**src/rtl/i2c_burst_writer.sv**
```systemverilog
// Open-drain I2C write master: START, address+W, register bytes, data bytes, STOP, ACK checked per byte.
// Optional slave clock stretching is compiled in with I2C_CLK_STRETCH_EN.
module i2c_burst_writer #(
    parameter int REG_BYTES  = 1,
    parameter int DATA_BYTES = 1,
    parameter int CLK_DIV    = 1
) (
    input  logic                    CLK,
    input  logic                    RESET_N,
    input  logic                    START,
    input  logic [6:0]              DEV_ADDR,
    input  logic [8*REG_BYTES-1:0]  REG_ADDR,
    input  logic [8*DATA_BYTES-1:0] DATA,
    input  logic                    I2C_SDA_IN,
    input  logic                    I2C_SCL_IN,
    output logic                    I2C_SDA_OE,
    output logic                    I2C_SCL_OE,
    output logic                    READY,
    output logic                    DONE,
    output logic                    ERROR,
    output logic [2:0]              NACK_IDX
);

    localparam int N  = 1 + REG_BYTES + DATA_BYTES;
    localparam int W  = 8 * N;
    localparam int QW = (CLK_DIV > 1) ? $clog2(CLK_DIV) : 1;

    typedef enum logic [2:0] {IDLE, STRT, BIT, ACK, STOP} state_t;

    state_t         state_q, state_d;
    logic [QW-1:0]  quarter_q;
    logic [1:0]     phase_q;
    logic [2:0]     bit_q;
    logic [2:0]     byte_q;
    logic [W-1:0]   shift_q;
    logic           error_q;
    logic [2:0]     nack_idx_q;
    logic           done_q;

    logic           scl_oe, sda_oe;
    logic           stall, tick, last_phase, phase_end, accept, sample, nack_now;

`ifdef I2C_CLK_STRETCH_EN
    assign stall = ((((state_q == BIT) || (state_q == ACK)) && (phase_q == 2'd2)) ||
                    ((state_q == STOP) && (phase_q == 2'd1))) && !scl_oe && !I2C_SCL_IN;
`else
    logic unused_scl_in;
    assign unused_scl_in = I2C_SCL_IN;
    assign stall = 1'b0;
`endif

    assign tick   = (quarter_q == QW'(CLK_DIV - 1)) && !stall;
    assign accept = (state_q == IDLE) && START;

    always_comb begin
        last_phase = 1'b0;
        case (state_q)
            STRT:      last_phase = (phase_q == 2'd1);
            BIT, ACK:  last_phase = (phase_q == 2'd3);
            STOP:      last_phase = (phase_q == 2'd2);
            default:   last_phase = 1'b0;
        endcase
    end

    assign phase_end = tick && last_phase;
    // ACK is sampled on the first clock of q3; with CLK_DIV=1 that is also the last clock of the slot.
    assign sample    = (state_q == ACK) && (phase_q == 2'd3) && (quarter_q == '0);
    assign nack_now  = sample && I2C_SDA_IN;

    always_ff @(posedge CLK or negedge RESET_N) begin
        if (!RESET_N) begin
            state_q <= IDLE;
        end else begin
            state_q <= state_d;
        end
    end

    always_comb begin
        state_d = state_q;
        case (state_q)
            IDLE: if (START) state_d = STRT;
            STRT: if (phase_end) state_d = BIT;
            BIT:  if (phase_end && (bit_q == 3'd7)) state_d = ACK;
            ACK: begin
                if (phase_end) begin
                    if (error_q || nack_now || (byte_q == 3'(N - 1))) state_d = STOP;
                    else state_d = BIT;
                end
            end
            STOP: if (phase_end) state_d = IDLE;
            default: state_d = IDLE;
        endcase
    end

    always_comb begin
        scl_oe = 1'b0;
        sda_oe = 1'b0;
        case (state_q)
            STRT: sda_oe = (phase_q == 2'd1);
            BIT: begin
                scl_oe = (phase_q < 2'd2);
                sda_oe = ~shift_q[W-1];
            end
            ACK:  scl_oe = (phase_q < 2'd2);
            STOP: begin
                scl_oe = (phase_q == 2'd0);
                sda_oe = (phase_q != 2'd2);
            end
            default: begin
                scl_oe = 1'b0;
                sda_oe = 1'b0;
            end
        endcase
    end

    // Timing counters, frame shift register and NACK bookkeeping.
    always_ff @(posedge CLK or negedge RESET_N) begin
        if (!RESET_N) begin
            quarter_q  <= '0;
            phase_q    <= 2'd0;
            bit_q      <= 3'd0;
            byte_q     <= 3'd0;
            shift_q    <= '0;
            error_q    <= 1'b0;
            nack_idx_q <= 3'd0;
            done_q     <= 1'b0;
        end else begin
            done_q <= (state_q == STOP) && phase_end;
            if (accept) begin
                quarter_q  <= '0;
                phase_q    <= 2'd0;
                bit_q      <= 3'd0;
                byte_q     <= 3'd0;
                shift_q    <= {DEV_ADDR, 1'b0, REG_ADDR, DATA};
                error_q    <= 1'b0;
                nack_idx_q <= 3'd0;
            end else if (state_q != IDLE) begin
                if (!stall) quarter_q <= tick ? '0 : quarter_q + 1'b1;
                if (tick) phase_q <= last_phase ? 2'd0 : phase_q + 2'd1;
                if (phase_end && (state_q == BIT)) begin
                    bit_q   <= bit_q + 3'd1;
                    shift_q <= shift_q << 1;
                end
                if (phase_end && (state_q == ACK)) byte_q <= byte_q + 3'd1;
                if (nack_now) begin
                    error_q    <= 1'b1;
                    nack_idx_q <= byte_q;
                end
            end
        end
    end

    assign I2C_SCL_OE = scl_oe;
    assign I2C_SDA_OE = sda_oe;
    assign READY      = (state_q == IDLE);
    assign DONE       = done_q;
    assign ERROR      = error_q;
    assign NACK_IDX   = nack_idx_q;

endmodule

```
**config.mk**
```make
export PLATFORM = sky130hd
export DESIGN_NAME = i2c_burst_writer
export DESIGN_NICKNAME = d
export VERILOG_FILES = /design/src/rtl/i2c_burst_writer.sv
export SDC_FILE = /design/constraint.sdc
export NUM_CORES = 1
export LEC_CHECK = 0
export BUFFER_PORTS_ARGS = -buffer_cell sky130_fd_sc_hd__buf_2
export CAP_MARGIN = 20
export CORE_UTILIZATION = 55
export CTS_CLUSTER_DIAMETER = 50
export DETAILED_ROUTE_END_ITERATION = 10
export MAX_ROUTING_LAYER = met4
export PLACE_DENSITY = 0.8
export RECOVER_POWER = 25
export SLEW_MARGIN = 20
export SYNTH_ARGS = -nofsm -noshare
export SYNTH_HDL_FRONTEND = slang
export SYNTH_SLANG_ARGS = --single-unit
export TNS_END_PERCENT = 20
```
**constraint.sdc**
```tcl
create_clock -name CLK -period 3.7 [get_ports CLK]
set_clock_uncertainty 0.2 [all_clocks]
set_input_delay 0.185 -clock CLK [delete_from_list [all_inputs] [get_ports CLK]]
set_output_delay 0.185 -clock CLK [all_outputs]
set_load 0.03 [all_outputs]
```
### After elaboration in Yosys (flattened, before gate mapping)

Cells that the tools add are included.

| storage, ports and cells | value |
|---|---|
| bits of input ports | 28 |
| register bits | 41 |
| output and inout port bits | 8 |
| logic and storage cells | 88 |

| operators by class | value |
|---|---|
| mux-type cells | 32 |
| $add $sub $neg | 4 |
| equality and inequality tests | 16 |
| bitwise logic cells | 2 |
| reductions and logical operators | 24 |
| order comparisons | 1 |

Operator list:

| operator | number |
|---|---|
| $mux W24 | 3 |
| $mux W3 | 15 |
| $pmux W3 S5 | 1 |
| $ne A2 B2 Y1 const B | 6 |
| $eq A3 B2 Y1 const B | 3 |
| $logic_and A1 B1 Y1 | 9 |
| $mux W2 | 4 |
| $reduce_and A2 Y1 | 4 |
| $reduce_bool A2 Y1 | 4 |
| $add A3 B1 Y3 const B | 2 |
| $eq A3 B3 Y1 const B | 2 |
| $mux W1 | 6 |
| $pmux W1 S3 | 2 |
| $reduce_and A5 Y1 | 1 |
| $eq A2 B2 Y1 const B | 2 |
| $eq A3 B1 Y1 const B | 1 |
| $logic_not A3 Y1 | 1 |
| $reduce_bool A3 Y1 | 1 |
| $add A2 B1 Y2 const B | 1 |
| $eq A2 B1 Y1 const B | 1 |
| $logic_not A2 Y1 | 1 |
| $logic_or A1 B1 Y1 | 2 |
| $lt A2 B2 Y1 const B | 1 |
| $ne A2 B1 Y1 const B | 1 |
| 4 further kinds | 5 |

### Longest topological paths before layout

Gate-level depths: netlist (run 1).

| logic depth | value |
|---|---|
| word-level depth | 9 |
| gate-level depth with buffers | 6 |
| depth with buffers taken out | 6 |

### Worst setup path after synthesis (run 1)

OpenSTA, ideal clock, no wires.

| path | value |
|---|---|
| path type | register -> register |
| start | register state_q[2] |
| end | register error_q, in the netlist ERROR |
| path buffers | 1 |
| setup time | 118 ps |
| clock period less this slack | 2024 ps |
| slack | 1676 ps |
| stages on the path, launching flop included | 5 |
| arrival time | 1706 ps |
| data required time | 3382 ps |
| cell sequence | dfrtp_1 > buf_2 > nor3_1 > nand2_1 > a21o_1 |

| between the ends | value |
|---|---|
| elaborated cells on any way between the ends | 11 |
| classes of those cells | eq/ne (1); mux (1); reduce/logical (9) |

RTL lines:

| element | line | RTL |
|---|---|---|
| from (decl) | 30 | `state_t state_q, state_d;` |
| from (signal assigned) | 74 | `state_q <= state_d;` |
| $logic_not A3 Y1 * | - |  |
| named net READY | 18 | `output logic READY,` |
| $logic_and A1 B1 Y1 * | 53 | `assign accept = (state_q == IDLE) && START;` |
| $reduce_bool A2 Y1 (no line) | - |  |
| $reduce_and A2 Y1 (no line) | - |  |
| to (signal assigned) | 124 | `error_q <= 1'b0;` |
| to (signal assigned) | 135 | `error_q <= 1'b0;` |
| to (signal assigned) | 146 | `error_q <= 1'b1;` |
| to (decl) | 36 | `logic error_q;` |

Mark *: on every way through the listed nets, which the timed path passes. The rest lies on a longest branch.
A chain may end at the register's enable or synchronous reset.

==> results of run 1 <==
## path summary, 6_finish.rpt
check                              end   startpoint
min in group asynchronous  NACK_IDX[0]      RESET_N
setup / recovery            shift_q[1]      RESET_N
max in group CLK              bit_q[0]   state_q[0]
setup reg to reg              bit_q[0]   state_q[0]
hold / removal             shift_q[15]  shift_q[15]
hold reg to reg            shift_q[15]  shift_q[15]
## registers in the layout (all words and copies together), names as in the netlist
signal    count
ERROR         1
DONE          1
state_q       3
shift_q      24
NACK_IDX      3
phase_q       2
bit_q         3
byte_q        3
## timing repair
action	in CTS	in global routing
hold endpoints to repair	65	0
resized for setup	0	0
hold buffers	26	0
## per-layer routing
metal / vias to the layer above / wire length, um
li1: 821 / -
met5: - / 0
met2: 40 / 2140
met3: 5 / 139
met1: 776 / 1830
met4: 0 / 51
## cell usage in the layout, fill, tap and decap left out, types with 5 or more instances in the layout
| master | netlist | routed |
|---|---|---|
| nand2_1 | 59 | 59 |
| dfrtp_1 | 40 | 40 |
| buf_2 | 8 | 28 |
| dlygate4sd3_1 | 0 | 26 |
| a22oi_1 | 18 | 18 |
| o21ai_1 | 13 | 13 |
| nor2_1 | 9 | 9 |
| ha_1 | 8 | 8 |
| clkbuf_1 | 0 | 7 |
| o21ai_0 | 6 | 6 |
| clkbuf_4 | 0 | 5 |
## worst min-delay path: stages, from the launching register on
cell     delay [ns]
dfrtp_1        0.36
nand2_1        0.05
nand2_1        0.05
## final cells by class
class	count	area [um2]	area share (%)
tap	46	57.6	2.36
clock inverter	1	7.51	0.307
sequential	40	1000	41.0
multi-input combinational	149	873	35.7
clock buffer	7	55.1	2.25
inverter	5	18.8	0.768
timing repair buffer	61	430	17.6
## cells by family after synthesis
family / count (synthesis)
and+or+nand+nor: 85
AOI/OAI and AO/OA: 51
DFF: 40
buffers and inverters: 18
adders and majority gates: 8
muxes: 5
## report_power, final
group	internal, uW	switching [uW]	total (uW)
Sequential	594	129	724
Combinational	235	355	590
Clock	93.1	138	231
Total	923	622	1550
## through the flow
step           util [%]  hold slack, ns  instances
4_1_cts            72.3           0.293        309
3_3_place_gp       62.8           0.154        275
3_5_place_dp       62.8           0.154        275
5_1_grt            72.1           0.325        309
6_report           72.1           0.286        309
2_1_floorplan         -          -0.311        207
==> flow_summary.toml, run 1 <==
[power_and_ir_drop]
p_leak_uw = 0.00119
powerDensity_nw_per_um2 = 632
p_total_uw = 1550
peakVddDrop_mv = 0.389

[clock_network]
cts.path.max_buffers = 2
postCtsSetupBuffers = 0
root_buffer = "clkbuf_4"
numClockSinks = 40
cts_buffers = 5
path_clk_slew_ns = 0.11
clock_latency_ns = 0.34
cts_tree = "yes"
htreeDepth = 2

[placement]
dp_slack_ns = 1.40
place_congestion = 0.790
io_buffers = 34
place_area_um2 = 2130
place_hpwl_um = 2490

[critical_path]
worst-setup-path-type = "in -> async"
slowest_delay_ns = 1.51
cp.arrival_ns = 2.24
ff2ff_path_depth = 3
path_max_fanout = 40
r2r_slack_ns = 1.39
timing.critical_path.buf_inv = 2
endpoint_kind = "asynchronous set/reset pin"
critPathLaunchType = "primary input"
path_cells = "dlygate4sd3_1 > clkbuf_1"
required_ns = 3.54
worst-path-stages = 2
cp_slowest_cell = "clkbuf_1"
cpLargestDelayFamily = "buffers and inverters"

[synthesis]
synth_nets = 243
synth_flop_cell = "dfrtp_1"
synth_common_cells = "59 x nand2_1, 40 x dfrtp_1, 18 x a22oi_1"
yosysWarnings = 0
post_synth_num_cell_types = 35
synth_xor_area_share_pct = 0
synth_mux_area_share_pct = 2.59
yosys.area_share.simple_pct = 19.8
synth_seq_cells = 40
yosys.area.top_type_share_pct = 50.6
synth_top_family_by_area = "simple AND/OR/NAND/NOR gates"
syn_area_um2 = 1980
synth_edf_count = 0
yosysMostFrequentCell = "nand2_1"
yosys.area_share.adder_pct = 5.06
yosys.area.top_type = "dfrtp_1"
syn_inst = 207
avgSynthCellArea_um2 = 9.56
synthTopCellsByArea = "dfrtp_1 51%, nand2_1 11%, a22oi_1 6.8%, ha_1 5.1%, o21ai_1 3.3%"
seq_area_frac_synth_pct = 50.6
async_reset_ff_share_pct = 100
synth_compound_area_share_pct = 16.7

[worst_hold_path]
hp-class = "reg -> reg"
whs_path_depth = 2

[detailed_routing]
drt_iter0_markers = 101
ant_nets = 0
drt-wirelength-per-cell_um = 13.4
vias_per_cell = 5.31
drc_errors = 0
firstDrtPassIters = 4
drt-total-wl_um = 4150
vias = 1642

[finish]
fillers = 263
diodes = 0
syn_to_final_growth_pct = 23.5
drive_gt1_share_pct = 15.6
nNetsFinal = 298
fin_area_um2 = 2440

[global_route]
grtUsageTotal_pct = 24.8
met3_usage_pct = 4.35
grt_pass1_vias = 1549
grt_use_met2_pct = 42.1
busiest_layer = "met2"
antenna_found_initial = 0
globalRouteOverflowTotal = 0
gr-usage-met1_pct = 29.4
grt_pass1_wl_um = 6660
grt_max_degree = 41

[floorplanning]
chipHeight_um = 62.0
die_area_um2 = 3840
die_x_um = 62.0
rows = 21
core_area_um2 = 3390
start_util_pct = 58.4
io_pins = 36

[timing]
fin_setup_tns_ns = 0
period_share_pct = 64.7
finalMaxSlewViolations = 41
tightest_slew_ns = 2.12
fin_ws_ns = 1.31
rsz0062_at_grt = "no"
slew_headroom_pct = -41.5
setup_viol_count_final = 0
max_freq_mhz = 418
fin_crit_ns = 2.39
timing.final.hold_violations = 0

[outcome]
status = "complete, but fails checks"
violations = "capacitance limit, slew limit"

[flow_run]
cap_violations = 1
Note: power is estimated with default switching activity, not from simulation.
==> run 2, diff against run 1 <==
==> constraint.sdc (replaced) <==
create_clock -name CLK -period 2.4 [get_ports CLK]
set_clock_uncertainty 0.2 [all_clocks]
set_input_delay 0.12 -clock CLK [delete_from_list [all_inputs] [get_ports CLK]]
set_output_delay 0.12 -clock CLK [all_outputs]
set_load 0.03 [all_outputs]
==> run 2 against run 1 <==
The flow now finishes without violations. Sequential power rose by 53%. Final cell count increased by 0.97%. Flip-flop and latch count stayed put. Via count decreased by 0.30%. Utilization grew 1.1 points. Hold slack worse by 0.055 ns. Total power rose by 59%. Critical path type is now reg -> out. Sequential share of layout area fell by 0.62 points. Clock-buffer cell count fell by 1.
==> flow_summary.toml, run 2 (synthesis gave the netlist of run 1 again) <==
[power_and_ir_drop]
p_comb_share_pct = 37.4
p_switching_uw = 942
powerDensity_nw_per_um2 = 990
p_seq_share_pct = 45.1
p_leak_uw = 0.00122
power_switching_share_pct = 38.3
peakVddDrop_mv = 0.489
p_int_uw = 1510
p_clk_share_pct = 17.5

[detailed_routing]
drc_errors = 0
drt-total-wl_um = 3870
drt_iter0_markers = 119
firstDrtPassIters = 4
vias_per_cell = 5.25
drt-wirelength-per-cell_um = 12.4
vias = 1637
ant_nets = 0

[critical_path]
r2r_slack_ns = 0.37
critPathLaunchType = "flop"
path_max_fanout = 18
r2r_end = "bit_q[0]"
cp.arrival_ns = 1.74
required_ns = 2.08
ff2ff_path_depth = 3
rr_startpoint = "state_q[0]"
worst-setup-path-type = "reg -> out"
endpoint_kind = "primary output"

[worst_hold_path]
hp-class = "in -> async"

[timing]
slew_headroom_pct = 37.1
fin_setup_tns_ns = 0
tightest_slew_ns = 0.944
period_share_pct = 86.0
rsz0062_at_grt = "no"
setup_viol_count_final = 0
finalMaxSlewViolations = 0
fin_crit_ns = 2.06
timing.final.hold_violations = 0
max_freq_mhz = 484

[placement]
place_area_um2 = 2150
place_hpwl_um = 2430
place_congestion = 0.773
io_buffers = 34
dp.cells = 278

[finish]
final_cell_mix = "59 x nand2_1, 40 x dfrtp_1, 28 x buf_2, 26 x dlygate4sd3_1, 18 x a22oi_1"
syn_to_final_growth_pct = 25.4
diodes = 0
nNetsFinal = 301
layout.cells.non_filler = 312
fin_area_um2 = 2480
final_common_cell = "nand2_1"
largest_reg_flops = 24
largest_register = "shift_q"
drive_gt1_share_pct = 16.9

[floorplanning]
start_util_pct = 58.4
chipHeight_um = 62.0
io_pins = 36
rows = 21
core_area_um2 = 3390
die_x_um = 62.0
die_area_um2 = 3840

[clock_network]
cts_tree = "yes"
htreeDepth = 2
path_clk_slew_ns = 0.11
postCtsSetupBuffers = 0
cts_buffers = 5
cts.path.max_buffers = 2
root_buffer = "clkbuf_4"
clock_latency_ns = 0.35
numClockSinks = 40

[outcome]
status = "finished clean"

[global_route]
grt_pass1_wl_um = 6310
grt_pass1_vias = 1460
grt_max_degree = 41
grtUsageTotal_pct = 23.9
globalRouteOverflowTotal = 0
antenna_found_initial = 0

[flow_run]
cap_violations = 0
[run 2: cell count changes in the layout (fill, tap and decap cells not counted), sizes merged]
cell and change:
bufinv +1, buf +3, clkbuf -1, clkinvlp -1
clkinv +1
[run 2: layout make-up]
cell class	count	area (um2)
fillers	254	908
well taps	46	57.6
inverters	5	18.8
clock buffers	6	41.3
repair buffers	64	454
clock inverters	2	35.0
flip-flops and latches	40	1000
multi-input cells	149	873
[run 2: critical path, cell delays in order, from the launching register on]
cell and delay [ns]:
dfrtp_1 0.59, nor2_1 0.30, nand2_1 0.11, o22ai_1 0.17
buf_2 0.22
[run 2: stage by stage]
stage | total power (uW) | setup slack, ns | utilization [%] | hold slack [ns]
2_1_floorplan | 1810 | 0.376 | - | -0.376
3_3_place_gp | 1990 | 0.408 | 63.5 | 0.0891
3_5_place_dp | 2020 | 0.393 | 63.5 | 0.0742
4_1_cts | 2480 | 0.341 | 73.4 | 0.227
5_1_grt | 2660 | 0.228 | 73.2 | 0.317
6_report | 2460 | 0.335 | 73.2 | 0.231
[run 2: worst max-delay path by stage]
stage | to | slack, ns | start
6_report | I2C_SDA_OE | 0.34 | state_q[0]
5_1_grt | I2C_SDA_OE | 0.23 | state_q[0]
4_1_cts | I2C_SDA_OE | 0.34 | state_q[0]
3_5_place_dp | bit_q[0] | 0.39 | state_q[0]
3_3_place_gp | bit_q[0] | 0.41 | state_q[0]
2_1_floorplan | ERROR | 0.38 | state_q[2]
[run 2: power groups by stage]
stage / Clock (uW) / Combinational, uW / Sequential [uW]
after floorplan: 0 / 704 / 1110
after global placement: 0 / 879 / 1110
after detailed placement: 0 / 902 / 1120
after CTS: 441 / 933 / 1110
after global routing: 466 / 1050 / 1150
final: 430 / 918 / 1110
[run 2: metal layers]
metal	vias up	GRT usage [%]	share of wire, %
li1	835	-	-
met1	753	30.6	46
met2	44	36.8	48
met3	5	5.59	4.6
met4	0	9.52	1.1
met5	-	-	0
[run 2: timing repair]
action / 4_1_cts / 5_1_grt
hold endpoints to repair: 68 / 0
gates resized for setup: 0 / 0
endpoints found under the setup margin: 0 / 0
hold buffers: 26 / 0
